## src/rtl/imm_rotate_encoder_if.sv

```systemverilog
`default_nettype none
// ============================================================================
//  Module   : imm_rotate_encoder_if
//  Brief    : Start/done request bus for the rotated-immediate encoder.
//  Revision : 1.0 - initial release
// ============================================================================
interface imm_rotate_encoder_if;
    logic        start;
    logic [31:0] value;
    logic        busy;
    logic        done;
    logic        valid;
    logic        inverted;
    logic [11:0] imm12;

    modport master (
        output start,
        output value,
        input  busy,
        input  done,
        input  valid,
        input  inverted,
        input  imm12
    );

    modport slave (
        input  start,
        input  value,
        output busy,
        output done,
        output valid,
        output inverted,
        output imm12
    );
endinterface
`default_nettype wire

```

## src/rtl/imm_rotate_encoder.sv

```systemverilog
`default_nettype none
// ============================================================================
//  Module   : imm_rotate_encoder
//  Brief    : Iterative search for {rot, imm8} with value = ROR(imm8, 2*rot).
//  Revision : 1.0 - initial release
// ============================================================================
module imm_rotate_encoder #(
    parameter int TRY_INVERT = 0
) (
    input  wire logic          clk,
    input  wire logic          reset,
    imm_rotate_encoder_if.slave bus
);

    typedef enum logic [1:0] {
        S_IDLE       = 2'd0,
        S_SEARCH     = 2'd1,
        S_SEARCH_INV = 2'd2,
        S_DONE       = 2'd3
    } state_t;

    state_t      state_q, state_d;
    logic [31:0] v_q, v_d;
    logic [3:0]  rot_q, rot_d;
    logic        valid_q, valid_d;
    logic        inverted_q, inverted_d;
    logic [11:0] imm12_q, imm12_d;

    logic [4:0]  shamt_w;
    logic [63:0] dbl_w;
    logic [31:0] cand_w;
    logic        match_w;

    // Rotate-left by 2*rot: upper half of the doubled word shifted left.
    assign shamt_w = {rot_q, 1'b0};
    assign dbl_w   = {v_q, v_q} << shamt_w;
    assign cand_w  = dbl_w[63:32];
    assign match_w = (cand_w[31:8] == 24'd0);

    always_ff @(posedge clk) begin
        if (reset) begin
            state_q    <= S_IDLE;
            v_q        <= 32'd0;
            rot_q      <= 4'd0;
            valid_q    <= 1'b0;
            inverted_q <= 1'b0;
            imm12_q    <= 12'd0;
        end else begin
            state_q    <= state_d;
            v_q        <= v_d;
            rot_q      <= rot_d;
            valid_q    <= valid_d;
            inverted_q <= inverted_d;
            imm12_q    <= imm12_d;
        end
    end

    always_comb begin
        state_d    = state_q;
        v_d        = v_q;
        rot_d      = rot_q;
        valid_d    = valid_q;
        inverted_d = inverted_q;
        imm12_d    = imm12_q;
        case (state_q)
            S_IDLE: begin
                if (bus.start) begin
                    v_d     = bus.value;
                    rot_d   = 4'd0;
                    state_d = S_SEARCH;
                end
            end
            S_SEARCH, S_SEARCH_INV: begin
                if (match_w) begin
                    imm12_d    = {rot_q, cand_w[7:0]};
                    valid_d    = 1'b1;
                    inverted_d = (state_q == S_SEARCH_INV);
                    state_d    = S_DONE;
                end else if (rot_q != 4'd15) begin
                    rot_d = rot_q + 4'd1;
                end else if ((state_q == S_SEARCH) && (TRY_INVERT != 0)) begin
                    v_d     = ~v_q;
                    rot_d   = 4'd0;
                    state_d = S_SEARCH_INV;
                end else begin
                    valid_d    = 1'b0;
                    inverted_d = 1'b0;
                    imm12_d    = 12'd0;
                    state_d    = S_DONE;
                end
            end
            S_DONE: begin
                state_d = S_IDLE;
            end
            default: begin
                state_d = S_IDLE;
            end
        endcase
    end

    assign bus.busy     = (state_q == S_SEARCH) || (state_q == S_SEARCH_INV);
    assign bus.done     = (state_q == S_DONE);
    assign bus.valid    = valid_q;
    assign bus.inverted = inverted_q;
    assign bus.imm12    = imm12_q;

endmodule
`default_nettype wire

```

## src/flat_wrapper.sv

```systemverilog
// flat-port wrapper written by rule: the top's interface ports become plain ports
module imm_rotate_encoder_flat 
#(
    parameter int TRY_INVERT = 0
)
  (clk, reset, bus_start, bus_value, bus_busy, bus_done, bus_valid, bus_inverted, bus_imm12);
  imm_rotate_encoder_if bus_i ();
  input  wire logic clk;
  input  wire logic reset;
  input wire logic [$bits(bus_i.start)-1:0] bus_start;
  input wire logic [$bits(bus_i.value)-1:0] bus_value;
  output wire logic [$bits(bus_i.busy)-1:0] bus_busy;
  output wire logic [$bits(bus_i.done)-1:0] bus_done;
  output wire logic [$bits(bus_i.valid)-1:0] bus_valid;
  output wire logic [$bits(bus_i.inverted)-1:0] bus_inverted;
  output wire logic [$bits(bus_i.imm12)-1:0] bus_imm12;
  assign bus_i.start = bus_start;
  assign bus_i.value = bus_value;
  assign bus_busy = bus_i.busy;
  assign bus_done = bus_i.done;
  assign bus_valid = bus_i.valid;
  assign bus_inverted = bus_i.inverted;
  assign bus_imm12 = bus_i.imm12;
  imm_rotate_encoder #(.TRY_INVERT(TRY_INVERT)) u_core (.clk(clk), .reset(reset), .bus(bus_i));
endmodule
```

## config.mk

```make
export PLATFORM = sky130hd
export DESIGN_NAME = imm_rotate_encoder_flat
export DESIGN_NICKNAME = d
export VERILOG_FILES = /design/src/rtl/imm_rotate_encoder_if.sv /design/src/rtl/imm_rotate_encoder.sv /design/src/flat_wrapper.sv
export SDC_FILE = /design/constraint.sdc
export NUM_CORES = 1
export LEC_CHECK = 0
export CAP_MARGIN = 20
export CELL_PAD_IN_SITES_DETAIL_PLACEMENT = 0
export CELL_PAD_IN_SITES_GLOBAL_PLACEMENT = 1
export CORE_MARGIN = 2
export CORE_UTILIZATION = 45
export DETAILED_ROUTE_END_ITERATION = 7
export PLACE_DENSITY_LB_ADDON = 0.1
export SYNTH_ARGS = -nofsm -noshare
export SYNTH_HDL_FRONTEND = slang
export SYNTH_SLANG_ARGS = --single-unit
export TNS_END_PERCENT = 50
```

## constraint.sdc

```tcl
create_clock -name clk -period 6.59 [get_ports clk]
set_clock_uncertainty 0.1 [all_clocks]
set_input_delay 0.9885 -clock clk [delete_from_list [all_inputs] [get_ports clk]]
set_output_delay 0.9885 -clock clk [all_outputs]
set_load 0.01 [all_outputs]
```

==> metrics.yaml, run 1 <==
outcome: "finished, final reports clean"
fin_tns_setup_ns: 0
postCtsHoldBufs: 0
cts-buffers-inserted: 5
rr_worst_depth: 8
min_period_ns: 3.601
post-route-util_pct: 53.83
postRouteAntennaNets: 0
synth-seq-cells: 52
wl_um: 9530
diodes: 0
dieArea_um2: 8768
cp-start-kind: "flip-flop"
cts_tree: "done"
vias: 3351
hold_depth: 2
core_um2: 7767
end_kind: "flip-flop"
num_rows: 32
fill_cells: 759
synth-edff-count: 0
crit_type: "flip-flop to flip-flop"
first_pass_iters: 5
synth_cells: 423
p_leak_nw: 1.360
min_path_type: "flip-flop to flip-flop"
drive_above_1_share_pct: 12.83
pre_cts_ws_ns: 3.029
start_util_pct: 46.55
grt_max_degree: 56
dieWidth_um: 93.64
arrival_ns: 3.73
setup_viol: 0
worstPathRequired_ns: 6.72
async_reset_ff_share_pct: 0
ys.flop_type: "dfxtp_1"
drv_cap: 0
cts.path.max_buffers: 2
grtUsageTotal_pct: 22.96
numClockSinks: 52
gp_congestion: 0.9004
wl_per_cell_um: 17.20
cts-root-buf: "clkbuf_8"
io_buffers: 50
rsz0062_at_grt: "false"
total_power_mw: 0.8260
grt_remaining_overflow: 0
drc: 0
ys_warn_count: 0
hold_viol_final: 0
drt_iter0_drc: 401
postCtsSetupBuffers: 0
first_global_vias: 3068
clk_pin_slew_worst_paths_ns: 0.10
synth_cell_types: 57
ys_seq_area_share_pct: 28.79
postLayoutCellArea_um2: 4182
irDropWorstVdd_v: 0.0001012
cp_max_fo: 55
area_delta_synth_final_pct: 15.64
via_per_inst: 6.049
tightestPinTransition_ns: 1.057
htreeDepth: 2
placed_area_um2: 4088
post-dp-hpwl_um: 6768
setup_ws_ns: 2.989
final_nets: 491
syn_area_um2: 3616
antenna_found_initial: 0
syn_avg_cell_area_um2: 8.548
finalCritPeriodShare_pct: 54.64
die_height_um: 93.64
relSlewSlack_pct: 29.54
fmax_mhz: 277.7
synthesis.nets: 463
p_per_area_nw_per_um2: 197.5
clock_latency_ns: 0.32
grt_first_pass_wirelength_um: 15970
maxSlewViolCount: 0
cts_resized: 0
io_pins: 51
==> registers in the layout, indices dropped and copies added, names as in the netlist <==
register and cells:
u_core.bus.inverted 1, u_core.rot_q 4, u_core.bus.imm12 12, u_core.v_q 32, u_core.state_q 2, u_core.bus.valid 1
==> cells in the mapped netlist (5+ instances only) <==
library cell	n	share of area (%)
a21oi_1	53	7.3
buf_2	5	0.69
buf_6	7	2.2
clkbuf_1	18	1.9
dfxtp_1	52	29
ha_1	5	1.7
inv_1	24	2.5
mux2i_1	11	3.0
mux4_2	25	16
nand2_1	94	9.8
nand3_1	6	0.83
nor2_1	18	1.9
nor3_1	13	1.8
o21ai_0	6	0.83
o32ai_2	9	4.0
==> stage by stage <==
step / std cells / hold slack [ns]
2_1_floorplan: 423 / 0.3561
3_3_place_gp: 546 / 0.3549
3_5_place_dp: 546 / 0.3694
4_1_cts: 554 / 0.3844
5_1_grt: 554 / 0.3992
6_report: 554 / 0.3849
==> routing by layer <==
layer  share of wire (%)  vias to the layer above  track usage [%]
met5                   0                        -                0
met4                 2.1                        0            7.005
met3                 7.2                       20            3.465
met2                  46                      157            35.25
met1                  45                     1586            33.38
li1                    -                     1588                -
==> report_power, final <==
part | leakage, nW | switching, mW | total [mW] | internal (mW)
sequential | 0.425 | 0.0356 | 0.371 | 0.335
clock | 0.0445 | 0.110 | 0.195 | 0.0856
combinational | 0.891 | 0.139 | 0.259 | 0.120
total | 1.36 | 0.284 | 0.826 | 0.541
==> cells in the final DEF, fill, tap and decap left out, types with 5 or more instances in the layout <==
master	n
inv_1	24
ha_1	5
nand2_1	94
dfxtp_1	51
buf_4	6
o21ai_0	6
nor3_1	13
a21oi_1	53
clkbuf_8	6
nor2_1	18
o32ai_2	9
nand3_1	6
mux2i_1	11
mux4_2	25
clkdlybuf4s50_1	49
==> final timing paths <==
kind,startpoint,end,slack (ns)
min,u_core.bus.inverted,u_core.bus.inverted,0.38
max,u_core.rot_q[1],u_core.bus.imm12[6],2.99
max reg2reg,u_core.rot_q[1],u_core.bus.imm12[6],2.99
min reg2reg,u_core.bus.inverted,u_core.bus.inverted,0.38
==> final cells by class <==
| type | count | area [um^2] | area share (%) |
|---|---|---|---|
| multi-input combinational | 312 | 2287 | 54.70 |
| sequential | 52 | 1042 | 24.93 |
| timing repair buffer | 56 | 540.5 | 12.93 |
| tap | 102 | 127.6 | 3.052 |
| inverter | 24 | 90.09 | 2.154 |
| clock buffer | 7 | 86.33 | 2.065 |
| clock inverter | 1 | 7.507 | 0.1795 |
==> worst max-delay path: stages (launching register included) <==
cell and delay, ns:
dfxtp_2 0.37, buf_4 0.55, inv_1 0.41, mux2i_1 0.30, a31oi_1 0.12, or4_4 0.55
a221o_1 0.47, or3_4 0.48, o32ai_2 0.14
==> cell families after synthesis <==
logic type / synth area share (%)
compound gates: 22.49
xor+xnor: 0.2423
mux: 20.17
simple gates: 18.62
buf+inv: 7.958
flops: 28.79
fa+ha+maj: 1.730
(Power assumes the default switching activity.)
==> run 2, diff against run 1 <==
--- a/config.mk
+++ b/config.mk
@@ -9,7 +9,7 @@
 export CELL_PAD_IN_SITES_DETAIL_PLACEMENT = 0
 export CELL_PAD_IN_SITES_GLOBAL_PLACEMENT = 1
 export CORE_MARGIN = 2
-export CORE_UTILIZATION = 45
+export CORE_UTILIZATION = 42
 export DETAILED_ROUTE_END_ITERATION = 7
 export PLACE_DENSITY_LB_ADDON = 0.1
 export SYNTH_ARGS = -nofsm -noshare
==> constraint.sdc (replaced) <==
create_clock -name clk -period 3.6 [get_ports clk]
set_clock_uncertainty 0.1 [all_clocks]
set_input_delay 0.54 -clock clk [delete_from_list [all_inputs] [get_ports clk]]
set_output_delay 0.54 -clock clk [all_outputs]
set_load 0.01 [all_outputs]
==> run 2 against run 1 <==
  * Wire length increased by 6.7%
  * First-iteration DRC count decreased by 50%
  * Utilization down 2.4 points
  * Global-route usage down 0.59 points
  * Worst setup slack got worse by 2.7 ns
  * Count of clock-buffer cells in the layout is 1 lower
  * Maximum frequency grew 9.7%
  * Clock power grew 76%
  * Register-to-register slack worse by 2.7 ns
  * Non-clock buffer count increased by 10
  * Largest cell class unchanged
==> metrics.yaml, run 2 (synthesized netlist as in run 1, its figures left out) <==
drc: 0
die_height_um: 96.79
drt_iter0_drc: 199
numClockSinks: 52
cts_tree: "done"
clk_pin_slew_worst_paths_ns: 0.10
arrival_ns: 3.41
relSlewSlack_pct: 50.27
cts_resized: 0
worstPathRequired_ns: 3.72
layout_common_cells: "nand2_1, a21oi_1, dfxtp_1, clkdlybuf4s50_1, mux4_2"
gp_congestion: 1.015
cts-root-buf: "clkbuf_8"
start_util_pct: 43.57
hold_end: "u_core.bus.valid"
antenna_found_initial: 0
hold_viol_final: 0
fmax_mhz: 304.6
top_register: "u_core.v_q"
p_per_area_nw_per_um2: 355.0
irDropWorstVdd_v: 0.0001630
postRouteAntennaNets: 0
total_power_mw: 1.515
finalCritPeriodShare_pct: 91.20
diodes: 0
fin_tns_setup_ns: 0
wl_um: 10160
postCtsHoldBufs: 0
dieWidth_um: 96.79
setup_ws_ns: 0.3169
min_path_type: "flip-flop to flip-flop"
hold_slack_ns: 0.3669
io_pins: 51
p_leak_nw: 1.409
tightestPinTransition_ns: 0.7450
drv_cap: 0
vias: 3350
wl_per_cell_um: 17.93
first_pass_iters: 4
cts.path.max_buffers: 2
post-dp-hpwl_um: 7673
worstReg2RegStart: "u_core.rot_q[2]"
grt_remaining_overflow: 0
io_buffers: 50
hold_start: "u_core.bus.valid"
grt_max_degree: 40
area_delta_synth_final_pct: 18.03
min_period_ns: 3.283
rsz0062_at_grt: "false"
outcome: "finished, final reports clean"
grt_first_pass_wirelength_um: 17060
htreeDepth: 2
rrSetupSlack_ns: 0.32
crit_type: "flip-flop to flip-flop"
grtUsageTotal_pct: 22.37
dieArea_um2: 9367
r2r_end: "u_core.bus.imm12[1]"
clock_latency_ns: 0.31
via_per_inst: 5.908
final_nets: 501
rr_worst_depth: 8
pre_cts_ws_ns: 0.3334
end_kind: "flip-flop"
maxSlewViolCount: 0
final_common_cell: "nand2_1"
first_global_vias: 3273
cp_max_fo: 18
cts-buffers-inserted: 5
largest_reg_flops: 32
core_um2: 8299
startpoint: "u_core.rot_q[2]"
num_rows: 33
setup_viol: 0
postCtsSetupBuffers: 0
drive_above_1_share_pct: 14.72
hold_depth: 2
cp-start-kind: "flip-flop"
run 2: worst max-delay path: stages (launching register included):
cell	delay [ns]
dfxtp_1	0.82
buf_4	0.27
mux4_2	0.34
nor3_2	0.12
a31oi_1	0.06
or4_4	0.53
a221o_1	0.36
or3_4	0.44
o32ai_2	0.14
run 2: layout make-up:
class,count,area [um^2]
Multi-Input combinational cell,312,2287
Sequential cell,52,1042
Clock inverter,2,16.27
Inverter,24,90.09
Clock buffer,6,72.57
Fill cell,798,4031
Tap cell,105,131.4
Timing Repair Buffer,66,628.1
run 2: stage by stage:
step | instance area [um^2] | cells | utilization (%)
floorplan | 3616 | 423 | -
global placement | 4179 | 559 | 50.35
detailed placement | 4179 | 559 | 50.35
CTS | 4268 | 567 | 51.42
global route | 4268 | 567 | 51.42
finish | 4268 | 567 | 51.42
run 2: worst max path at each step:
| stage | endpoint | slack, ns |
|---|---|---|
| finish | u_core.bus.imm12[1] | 0.32 |
| global route | u_core.state_q[1] | 0.1 |
| CTS | u_core.bus.inverted | 0.31 |
| detailed placement | u_core.bus.inverted | 0.33 |
| global placement | u_core.bus.inverted | 0.34 |
| floorplan | u_core.bus.imm12[1] | 0.69 |
run 2: routing by layer:
metal | wire, um | GRT usage (%) | part of all wire, % | vias up
met4 | 365 | 8.667 | 3.6 | 0
met5 | 0 | 0 | 0 | -
met3 | 814 | 3.613 | 8.0 | 27
met1 | 4279 | 29.43 | 42 | 1550
li1 | - | - | - | 1619
met2 | 4704 | 36.91 | 46 | 154
run 2: report_power, final:
group	switching (mW)	internal, mW	total (mW)
Combinational	0.256	0.230	0.485
Clock	0.204	0.139	0.343
Sequential	0.0725	0.614	0.687
Total	0.533	0.982	1.52
==> run 3, diff against run 2 <==
--- a/config.mk
+++ b/config.mk
@@ -9,9 +9,10 @@
 export CELL_PAD_IN_SITES_DETAIL_PLACEMENT = 0
 export CELL_PAD_IN_SITES_GLOBAL_PLACEMENT = 1
 export CORE_MARGIN = 2
-export CORE_UTILIZATION = 42
+export CORE_UTILIZATION = 38
 export DETAILED_ROUTE_END_ITERATION = 7
 export PLACE_DENSITY_LB_ADDON = 0.1
+export REMOVE_ABC_BUFFERS = 1
 export SYNTH_ARGS = -nofsm -noshare
 export SYNTH_HDL_FRONTEND = slang
 export SYNTH_SLANG_ARGS = --single-unit
==> run 3 against run 2 <==
  * Sequential power hardly changed
  * Global-route usage is 1.5 points lower
  * Flip-flop and latch count stayed put
  * Power is 0.78% lower
  * Largest power group unchanged
  * Final cell count is 4.1% higher
  * Hold slack worse by 0.0017 ns
  * Combinational power hardly changed
  * Critical path type unchanged
  * Critical endpoint is now u_core.bus.inverted
  * Clock power is 4% lower
  * Cell area is 0.44% higher
==> metrics.yaml, run 3 (synthesized netlist as in run 1, its figures left out) <==
outcome: "finished, final reports clean"
path_buf_inv: 2
htreeDepth: 2
grt_max_degree: 42
dieArea_um2: 10310
wl_um: 10130
relSlewSlack_pct: 43.87
final_common_cell: "nand2_1"
cts-root-buf: "clkbuf_8"
dieWidth_um: 101.6
gp_congestion: 0.9147
setup_viol: 0
numClockSinks: 52
drive_above_1_share_pct: 14.53
drv_cap: 0
hold_viol_final: 0
cp-start-kind: "flip-flop"
crit_slowest_cell: "a2111oi_0"
fmax_mhz: 298.9
drc: 0
cp_max_fo: 33
via_per_inst: 5.647
min_path_type: "flip-flop to flip-flop"
grtUsageTotal_pct: 20.83
crit_type: "flip-flop to flip-flop"
diodes: 0
postCtsHoldBufs: 0
cp_top_family: "compound AO/OA/AOI/OAI gates"
setup_ws_ns: 0.2543
final_nets: 501
die_height_um: 101.6
num_rows: 35
cts-buffers-inserted: 5
clk_pin_slew_worst_paths_ns: 0.10
cts_resized: 0
first_global_vias: 3182
p_per_area_nw_per_um2: 350.7
total_power_mw: 1.503
placed_area_um2: 4209
postLayoutCellArea_um2: 4287
grt_first_pass_wirelength_um: 16880
cts_tree: "done"
cpPeakStageDelay_ns: 0.66
finalCritPeriodShare_pct: 92.94
rsz0062_at_grt: "false"
pre_cts_ws_ns: 0.2830
tightestPinTransition_ns: 0.8419
irDropWorstVdd_v: 0.0001597
grt_remaining_overflow: 0
postCtsSetupBuffers: 0
min_period_ns: 3.346
cts.path.max_buffers: 2
first_pass_iters: 4
drt_iter0_drc: 198
vias: 3332
area_delta_synth_final_pct: 18.55
start_util_pct: 39.13
clock_latency_ns: 0.31
postRouteAntennaNets: 0
p_leak_nw: 1.409
end_kind: "flip-flop"
worstPathRequired_ns: 3.72
maxSlewViolCount: 0
fill_cells: 946
wl_per_cell_um: 17.17
largest_reg_flops: 32
arrival_ns: 3.46
top_register: "u_core.v_q"
io_buffers: 50
antenna_found_initial: 0
layout_common_cells: "nand2_1, a21oi_1, dfxtp_1, clkdlybuf4s50_1, mux4_2"
core_um2: 9240
io_pins: 51
post-dp-hpwl_um: 7488
crit_chain: "buf_12, inv_1, o211ai_1, a2111oi_0, o221ai_1, a221o_1, or3_4, o32ai_1"
[run 3: changes by cell type in the layout (fill, tap and decap cells not counted), sizes merged]
cell / delta
clkinvlp: -1
[run 3: path summary, 6_finish.rpt]
check	start	endpoint	slack, ns	cells past startpoint
max	u_core.rot_q[1]	u_core.bus.inverted	0.25	8
min	u_core.bus.valid	u_core.bus.valid	0.37	2
min reg2reg	u_core.bus.valid	u_core.bus.valid	0.37	2
max reg2reg	u_core.rot_q[1]	u_core.bus.inverted	0.25	8
[run 3: report_power, final]
part	total, mW	switching, mW	internal [mW]
Clock	0.330	0.197	0.133
Sequential	0.686	0.0720	0.614
Combinational	0.487	0.255	0.232
[run 3: area by class of cell]
type,count,area (um^2),area share [%]
repair buffers,66,628.1,14.65
well taps,129,161.4,3.765
clock buffers,6,72.57,1.693
clock inverters,1,5.005,0.1168
multi-input cells,312,2287,53.36
inverters,24,90.09,2.102
flip-flops and latches,52,1042,24.31
[run 3: worst reg2reg max path: stages (launching register included)]
cell and delay (ns):
dfxtp_2 0.43, buf_12 0.22, inv_1 0.38, o211ai_1 0.15, a2111oi_0 0.66, o221ai_1 0.34, a221o_1 0.38, or3_4 0.45
o32ai_1 0.15
[run 3: layer usage]
layer  part of all wire [%]  GRT usage (%)
met2                     46          33.30
met5                      0              0
met4                    2.1          7.277
met1                     46          28.95
met3                    6.1          2.761
[run 3: through the flow]
step | instances | hold slack (ns) | utilization (%) | TNS [ns]
2_1_floorplan | 388 | 0.3501 | - | -14.81
3_3_place_gp | 583 | 0.3551 | 45.55 | 0
3_5_place_dp | 583 | 0.3565 | 45.55 | 0
4_1_cts | 590 | 0.3716 | 46.39 | 0
5_1_grt | 590 | 0.4113 | 46.39 | 0
6_report | 590 | 0.3652 | 46.39 | 0
